`config.mk`:
```
export PLATFORM = sky130hd
export DESIGN_NAME = alu_rr_arbiter
export DESIGN_NICKNAME = d
export VERILOG_FILES = /design/src/rtl/alu_rr_arbiter_pkg.sv /design/src/rtl/alu_rr_arbiter_rr_pick4.sv /design/src/rtl/alu_rr_arbiter.sv
export SDC_FILE = /design/constraint.sdc
export NUM_CORES = 1
export LEC_CHECK = 0
export BUFFER_PORTS_ARGS = -buffer_cell sky130_fd_sc_hd__buf_2
export CORE_UTILIZATION = 40
export CTS_CLUSTER_SIZE = 28
export DETAILED_ROUTE_END_ITERATION = 8
export PLACE_DENSITY = 0.57
export SLEW_MARGIN = 10
export SYNTH_ARGS = -nofsm -noshare
export SYNTH_HDL_FRONTEND = slang
export SYNTH_SLANG_ARGS = --single-unit
```
`constraint.sdc`:
```
create_clock -name i_clk -period 2.23 [get_ports i_clk]
set_input_delay 0.223 -clock i_clk [delete_from_list [all_inputs] [get_ports i_clk]]
set_output_delay 0.223 -clock i_clk [all_outputs]
set_load 0.05 [all_outputs]
```
`src/rtl/alu_rr_arbiter_pkg.sv`:
```
// -----------------------------------------------------------------------------
// alu_rr_arbiter_pkg
//   Shared definitions for the round-robin ALU arbiter and its picker.
//   Contents:
//     NREQ           number of requesters sharing the ALU (4)
//     state_t        arbiter FSM encodings (IDLE/START/WAIT/RESP)
//     onehot_to_idx  one-hot grant vector -> 2-bit requester index
//     idx_to_onehot  2-bit requester index -> one-hot grant vector
// -----------------------------------------------------------------------------
package alu_rr_arbiter_pkg;

  localparam int NREQ = 4;

  typedef enum logic [1:0] {
    ST_IDLE  = 2'd0,
    ST_START = 2'd1,
    ST_WAIT  = 2'd2,
    ST_RESP  = 2'd3
  } state_t;

  // Returns the index of the set bit. The grant vector is one-hot by
  // construction, so if several bits were ever set the highest one wins.
  function automatic logic [1:0] onehot_to_idx(input logic [NREQ-1:0] oh);
    logic [1:0] idx;
    idx = 2'd0;
    for (int i = 0; i < NREQ; i++) begin
      if (oh[i]) idx = 2'(i);
    end
    return idx;
  endfunction

  function automatic logic [NREQ-1:0] idx_to_onehot(input logic [1:0] idx);
    return NREQ'(1) << idx;
  endfunction

endpackage

```
`src/rtl/alu_rr_arbiter_rr_pick4.sv`:
```
// -----------------------------------------------------------------------------
// rr_pick4
//   Combinational 4-way round-robin picker. Searches the request vector
//   starting just after the previous winner and wrapping around, so the
//   previous winner has the lowest priority.
//   Ports:
//     i_req  [3:0]  active requests
//     i_last [1:0]  index of the previous winner
//     o_any         at least one request is active
//     o_idx  [1:0]  index of the selected requester (0 when o_any is low)
// -----------------------------------------------------------------------------
module rr_pick4
  import alu_rr_arbiter_pkg::*;
(
  input  logic [NREQ-1:0] i_req,
  input  logic [1:0]      i_last,
  output logic            o_any,
  output logic [1:0]      o_idx
);

  logic [1:0] w_cand;

  // Walk the candidates from farthest (the previous winner itself, k=NREQ)
  // to nearest (last+1); the last hit written is the highest priority one.
  always_comb begin
    o_any  = |i_req;
    o_idx  = 2'd0;
    w_cand = 2'd0;
    for (int k = NREQ; k >= 1; k--) begin
      w_cand = i_last + 2'(k);
      if (i_req[w_cand]) o_idx = w_cand;
    end
  end

endmodule

```
`src/rtl/alu_rr_arbiter.sv`:
```
// -----------------------------------------------------------------------------
// alu_rr_arbiter
//   Round-robin arbiter sharing one 32-bit ALU among 4 requesters. It drives
//   the select lines of the operand/opcode mux bank, launches the ALU with a
//   one-cycle start pulse, waits for the ALU's done and returns a one-cycle
//   done pulse (with err when the ALU never answered) to the granted
//   requester.
//
//   Optional feature macro: ALU_ARB_LOCK_EN
//     defined   -> adds i_lock[3:0]; a requester holding lock and req in the
//                  response cycle keeps the round-robin pointer on itself and
//                  is granted again next (back-to-back dependent ops).
//     undefined -> no lock port; the pointer always advances.
//
//   Parameters:
//     TIMEOUT  cycles allowed in WAIT without i_alu_done (2..255)
//     TW       width of the timeout counter; must hold TIMEOUT
//
//   Ports:
//     i_clk        clock, all state changes on posedge
//     i_rst        synchronous active-high reset; aborts an op silently
//     i_req[3:0]   request per requester, held until its done pulse
//     i_alu_done   ALU result valid; only looked at in START and WAIT
//     i_lock[3:0]  (ALU_ARB_LOCK_EN only) keep grant on current winner
//     o_gnt[3:0]   one-hot grant, 0 when idle
//     o_sel1       mux select MSB = granted index[1]
//     o_sel0       mux select LSB = granted index[0]
//     o_alu_start  one-cycle ALU launch pulse
//     o_done[3:0]  one-hot one-cycle completion pulse
//     o_err        one-cycle pulse alongside o_done when the op timed out
//     o_dbg_state  current FSM state, for observation only
//
//   Handshake: a requester raises i_req and holds it until it sees its bit
//   of o_done; the arbiter raises o_alu_start for exactly one cycle and then
//   treats the first i_alu_done seen in START or WAIT as completion. The
//   completion pulse appears the cycle after RESP, together with gnt=0.
//   Timing (best case): req sampled at cycle 0 -> gnt/alu_start at 1 ->
//   done at 3, giving at most one op every 3 cycles.
// -----------------------------------------------------------------------------
module alu_rr_arbiter
  import alu_rr_arbiter_pkg::*;
#(
  parameter int TIMEOUT = 16,
  parameter int TW      = 8
)(
  input  logic            i_clk,
  input  logic            i_rst,
  input  logic [NREQ-1:0] i_req,
  input  logic            i_alu_done,
`ifdef ALU_ARB_LOCK_EN
  input  logic [NREQ-1:0] i_lock,
`endif
  output logic [NREQ-1:0] o_gnt,
  output logic            o_sel1,
  output logic            o_sel0,
  output logic            o_alu_start,
  output logic [NREQ-1:0] o_done,
  output logic            o_err,
  output state_t          o_dbg_state
);

  localparam logic [TW-1:0] TCNT_LAST = TW'(TIMEOUT - 1);

  // ---------------------------------------------------------------------------
  // Registers
  // ---------------------------------------------------------------------------
  state_t          r_state;
  logic [NREQ-1:0] r_gnt;
  logic [1:0]      r_sel;
  logic            r_start;
  logic [NREQ-1:0] r_done;
  logic            r_err;
  logic [TW-1:0]   r_tcnt;
  logic [1:0]      r_last;
  logic            r_timed_out;

  // ---------------------------------------------------------------------------
  // Combinational signals
  // ---------------------------------------------------------------------------
  state_t          w_state_nxt;
  logic [NREQ-1:0] w_gnt_nxt;
  logic [1:0]      w_sel_nxt;
  logic            w_start_nxt;
  logic [NREQ-1:0] w_done_nxt;
  logic            w_err_nxt;
  logic [TW-1:0]   w_tcnt_nxt;
  logic [1:0]      w_last_nxt;
  logic            w_timed_out_nxt;

  logic            w_any;
  logic [1:0]      w_pick_idx;
  logic [1:0]      w_cur_idx;
  logic            w_tcnt_exp;
  logic            w_hold_ptr;

  rr_pick4 u_pick (
    .i_req  (i_req),
    .i_last (r_last),
    .o_any  (w_any),
    .o_idx  (w_pick_idx)
  );

  assign w_cur_idx  = onehot_to_idx(r_gnt);
  assign w_tcnt_exp = (r_tcnt == TCNT_LAST);

`ifdef ALU_ARB_LOCK_EN
  // A locked, still-requesting winner keeps the pointer where it was, so the
  // picker lands on the same requester again in IDLE.
  assign w_hold_ptr = i_lock[w_cur_idx] & i_req[w_cur_idx];
`else
  assign w_hold_ptr = 1'b0;
`endif

  // ---------------------------------------------------------------------------
  // FSM process 1: state register
  // ---------------------------------------------------------------------------
  always_ff @(posedge i_clk) begin
    if (i_rst) begin
      r_state <= ST_IDLE;
    end else begin
      r_state <= w_state_nxt;
    end
  end

  // ---------------------------------------------------------------------------
  // FSM process 2: next-state logic
  // ---------------------------------------------------------------------------
  always_comb begin
    w_state_nxt = r_state;
    case (r_state)
      ST_IDLE:  if (w_any) w_state_nxt = ST_START;
      ST_START: w_state_nxt = i_alu_done ? ST_RESP : ST_WAIT;
      // alu_done wins over expiry when both happen in the same cycle.
      ST_WAIT:  if (i_alu_done || w_tcnt_exp) w_state_nxt = ST_RESP;
      ST_RESP:  w_state_nxt = ST_IDLE;
      default:  w_state_nxt = ST_IDLE;
    endcase
  end

  // ---------------------------------------------------------------------------
  // FSM process 3: output / datapath next values
  // All outputs are registered, so this block computes what they become on
  // the edge that leaves the current state.
  // ---------------------------------------------------------------------------
  always_comb begin
    w_gnt_nxt       = r_gnt;
    w_sel_nxt       = r_sel;      // select lines hold through IDLE
    w_start_nxt     = 1'b0;
    w_done_nxt      = '0;
    w_err_nxt       = 1'b0;
    w_tcnt_nxt      = r_tcnt;
    w_last_nxt      = r_last;
    w_timed_out_nxt = r_timed_out;
    case (r_state)
      ST_IDLE: begin
        if (w_any) begin
          w_gnt_nxt       = idx_to_onehot(w_pick_idx);
          w_sel_nxt       = w_pick_idx;
          w_start_nxt     = 1'b1;
          w_timed_out_nxt = 1'b0;
        end
      end
      ST_START: begin
        w_tcnt_nxt = '0;
      end
      ST_WAIT: begin
        if (!i_alu_done) begin
          if (w_tcnt_exp) begin
            w_timed_out_nxt = 1'b1;
          end else begin
            w_tcnt_nxt = r_tcnt + TW'(1);
          end
        end
      end
      ST_RESP: begin
        w_done_nxt = r_gnt;
        w_err_nxt  = r_timed_out;
        w_gnt_nxt  = '0;
        if (!w_hold_ptr) w_last_nxt = w_cur_idx;
      end
      default: begin
        w_gnt_nxt = '0;
      end
    endcase
  end

  // ---------------------------------------------------------------------------
  // Output and datapath registers. Reset leaves the pointer on requester 3 so
  // requester 0 is the first winner.
  // ---------------------------------------------------------------------------
  always_ff @(posedge i_clk) begin
    if (i_rst) begin
      r_gnt       <= '0;
      r_sel       <= 2'd0;
      r_start     <= 1'b0;
      r_done      <= '0;
      r_err       <= 1'b0;
      r_tcnt      <= '0;
      r_last      <= 2'd3;
      r_timed_out <= 1'b0;
    end else begin
      r_gnt       <= w_gnt_nxt;
      r_sel       <= w_sel_nxt;
      r_start     <= w_start_nxt;
      r_done      <= w_done_nxt;
      r_err       <= w_err_nxt;
      r_tcnt      <= w_tcnt_nxt;
      r_last      <= w_last_nxt;
      r_timed_out <= w_timed_out_nxt;
    end
  end

  assign o_gnt       = r_gnt;
  assign o_sel1      = r_sel[1];
  assign o_sel0      = r_sel[0];
  assign o_alu_start = r_start;
  assign o_done      = r_done;
  assign o_err       = r_err;
  assign o_dbg_state = r_state;

endmodule

```
==> results.cfg <==
[finish]
drive_gt1_share_pct = 26.17
layout_commonest_cell = dfxtp_1
finalNetCount = 163
layout_common_cells = dfxtp_1, buf_2, nor2_1, a21oi_1, inv_1
fin_cells = 180
multi_input_area_um2 = 690.7
diodes = 0
syn_to_final_growth_pct = 13.32
nFillCells = 270
seqCellArea_um2 = 500.5

[hold_path]
hp-class = input port to flip-flop
hold_path_end = o_alu_start
hold_path_depth = 2
worstHoldStart = i_rst

[die]
core_area_mm2 = 0.002829
die_area_mm2 = 0.003278
die_h_um = 57.26
ios = 21
initial_utilization_pct = 43.17
num_rows = 19
die_w_um = 57.26

[cts]
cts_buffers = 3
postCtsSetupBuffers = 0
clockBufferDepth = 2
hold_buffers = 0
clockRootBuffer = clkbuf_4
cts_tree = yes
cts_resized = 0
clock_latency_ns = 0.32
clkTransAtPathRegs_ns = 0.14
cts.sinks = 25
cts_max_level = 1

[job]
cap_violations = 0

[logic_synthesis]
synth_cell_types = 42
ys_seq_area_share_pct = 40.98
synth_ff_type = dfxtp_1
syn_nets = 139
synth_warnings = 0
async_reset_ff_share_pct = 0
syn_avg_cell_area_um2 = 9.692
ys_ff_latch = 25
synthesis.area_mm2 = 0.001221
synth_edf_count = 0
synth_cells = 126

[grt]
met3_usage_pct = 3.175
grt_first_pass_wirelength_um = 3939
grt_pass1_vias = 899
antenna_found_initial = 0
grt_util_met2_pct = 22.35
grtUsageTotal_pct = 15.71
grt_max_degree = 16
top_usage_layer = met1
grt_overflow = 0
grt_use_met1_pct = 22.74

[run_status]
violations = design-rule violations
status = finished, violations left

[setup_path]
r2r_slack_ns = 0.50
arrival_ns = 1.94
r2r_end = o_dbg_state[0]
cpPeakStageDelay_ns = 0.36
startpoint_type = flip-flop
path_max_fanout = 7
cp.required_ns = 2.45
end_kind = flip-flop
cp_cell_sequence = inv_1, ha_1, nand2b_1, a21o_2, and2_1, a221oi_1
rr_startpoint = o_dbg_state[0]
cpMaxStageDelayCell = dfxtp_1
path_class = flip-flop to flip-flop
worstRegToRegCells = 6

[sta]
rsz0062_at_grt = false
relSlewSlack_pct = 66.68
slew_violations = 0
max_freq_mhz = 579.5
hold_viol_final = 0
setup-tns-final_ns = 0
worst_pin_slew_ns = 0.4981
period_minus_slack_ns = 1.726
skew_ns = 0.007271
period_share_pct = 77.38
setup_violations = 0

[place]
dp_cells = 176
dp_hpwl_um = 1733
gp_congestion = 0.7954
port_buffers = 20

[power]
p_leak_nw = 0.5862
cellPowerDensity_mw_per_mm2 = 1004
max-vdd-ir-drop_uv = 538.2

[route]
wirelength_um = 2296
dr.pass1.iters = 6
drt_iter0_markers = 19
wl_per_cell_um = 12.76
drc = 2
routed_via_density = 5.100
num_vias = 918
antenna_left = 0
## layout make-up
cell class	instances	share of cell area [%]
sequential	25	36.17
timing repair buffer	20	7.233
inverter	7	1.899
clock inverter	1	0.3617
clock buffer	3	1.627
tap	31	2.803
multi-input combinational	93	49.91
## where the power goes
| part | switching [W] | internal, W |
|---|---|---|
| registers | 0.0000507 | 0.000507 |
| clock network | 0.000138 | 0.0000671 |
| logic | 0.000409 | 0.000217 |
## cells in the mapped netlist (all sizes together) (2+ instances only)
cell	instances	area [um2]
nand3	5	25.02
a21o	2	17.52
or2	3	18.77
ha	6	75.07
dfxtp	25	500.5
nor2b	4	32.53
nand2b	5	31.28
nand2	4	15.01
nand4	3	18.77
a32o	2	21.27
a211oi	2	15.01
xor2	3	26.28
o21ai	4	20.02
nor2	11	43.80
or3	2	12.51
and2	6	37.54
inv	7	26.28
a21oi	10	50.05
mux2i	2	20.02
## sequential cells by signal (all words and copies together) (netlist names)
register / count
o_alu_start: 1
r_timed_out: 1
o_dbg_state: 2
o_gnt: 4
o_done: 4
o_err: 1
r_sel: 2
r_last: 2
r_tcnt: 8
## stage by stage
step / total power (W) / util (%) / cell area, um2 / hold WS (ns) / worst slack, ns
after floorplan: 0.001059 / - / 1221 / 0.3937 / 0.3568
after global placement: 0.001188 / 47.94 / 1356 / 0.4446 / 0.6246
after detailed placement: 0.001194 / 47.94 / 1356 / 0.4483 / 0.5595
after CTS: 0.001405 / 48.92 / 1384 / 0.2284 / 0.5209
after global routing: 0.001488 / 48.92 / 1384 / 0.2139 / 0.4011
final: 0.001389 / 48.92 / 1384 / 0.2368 / 0.5044
## logic make-up (layout without fill, tap and decap cells)
logic type / Yosys count / count (layout) / share of synthesized area [%]
AND/OR/NAND/NOR: 50 / 50 / 25.21
AO/OA/AOI/OAI: 30 / 30 / 19.78
flip-flops: 25 / 25 / 40.98
buffers and inverters: 8 / 31 / 2.459
adder cells (fa/ha/maj): 6 / 6 / 6.147
XOR/XNOR: 4 / 4 / 2.869
multiplexers: 3 / 3 / 2.561
## per-layer routing
metal,wire length (um),up-vias
li1,-,494
met1,1267,410
met2,951,12
met3,58,2
met4,19,0
met5,0,-
## how the worst max path moves through the flow
stage	startpoint	end	slack, ns	depth (start not counted)
4_1_cts	o_dbg_state[0]	o_dbg_state[0]	0.52	6
2_1_floorplan	o_dbg_state[0]	o_gnt[1]	0.36	5
5_1_grt	o_dbg_state[0]	o_dbg_state[0]	0.40	6
6_report	o_dbg_state[0]	o_dbg_state[0]	0.50	6
3_3_place_gp	o_dbg_state[1]	o_gnt[1]	0.62	5
3_5_place_dp	o_dbg_state[0]	o_dbg_state[0]	0.56	6
## worst max-delay path, delay by kind of cell (launching register included)
kind / cells / cell delay (ns)
AOI/OAI and AO/OA: 2 / 0.58
adders and majority gates: 1 / 0.24
buffers and inverters: 1 / 0.15
and+or+nand+nor: 2 / 0.31
DFF: 1 / 0.36
Note: power is estimated with default switching activity, not from simulation.
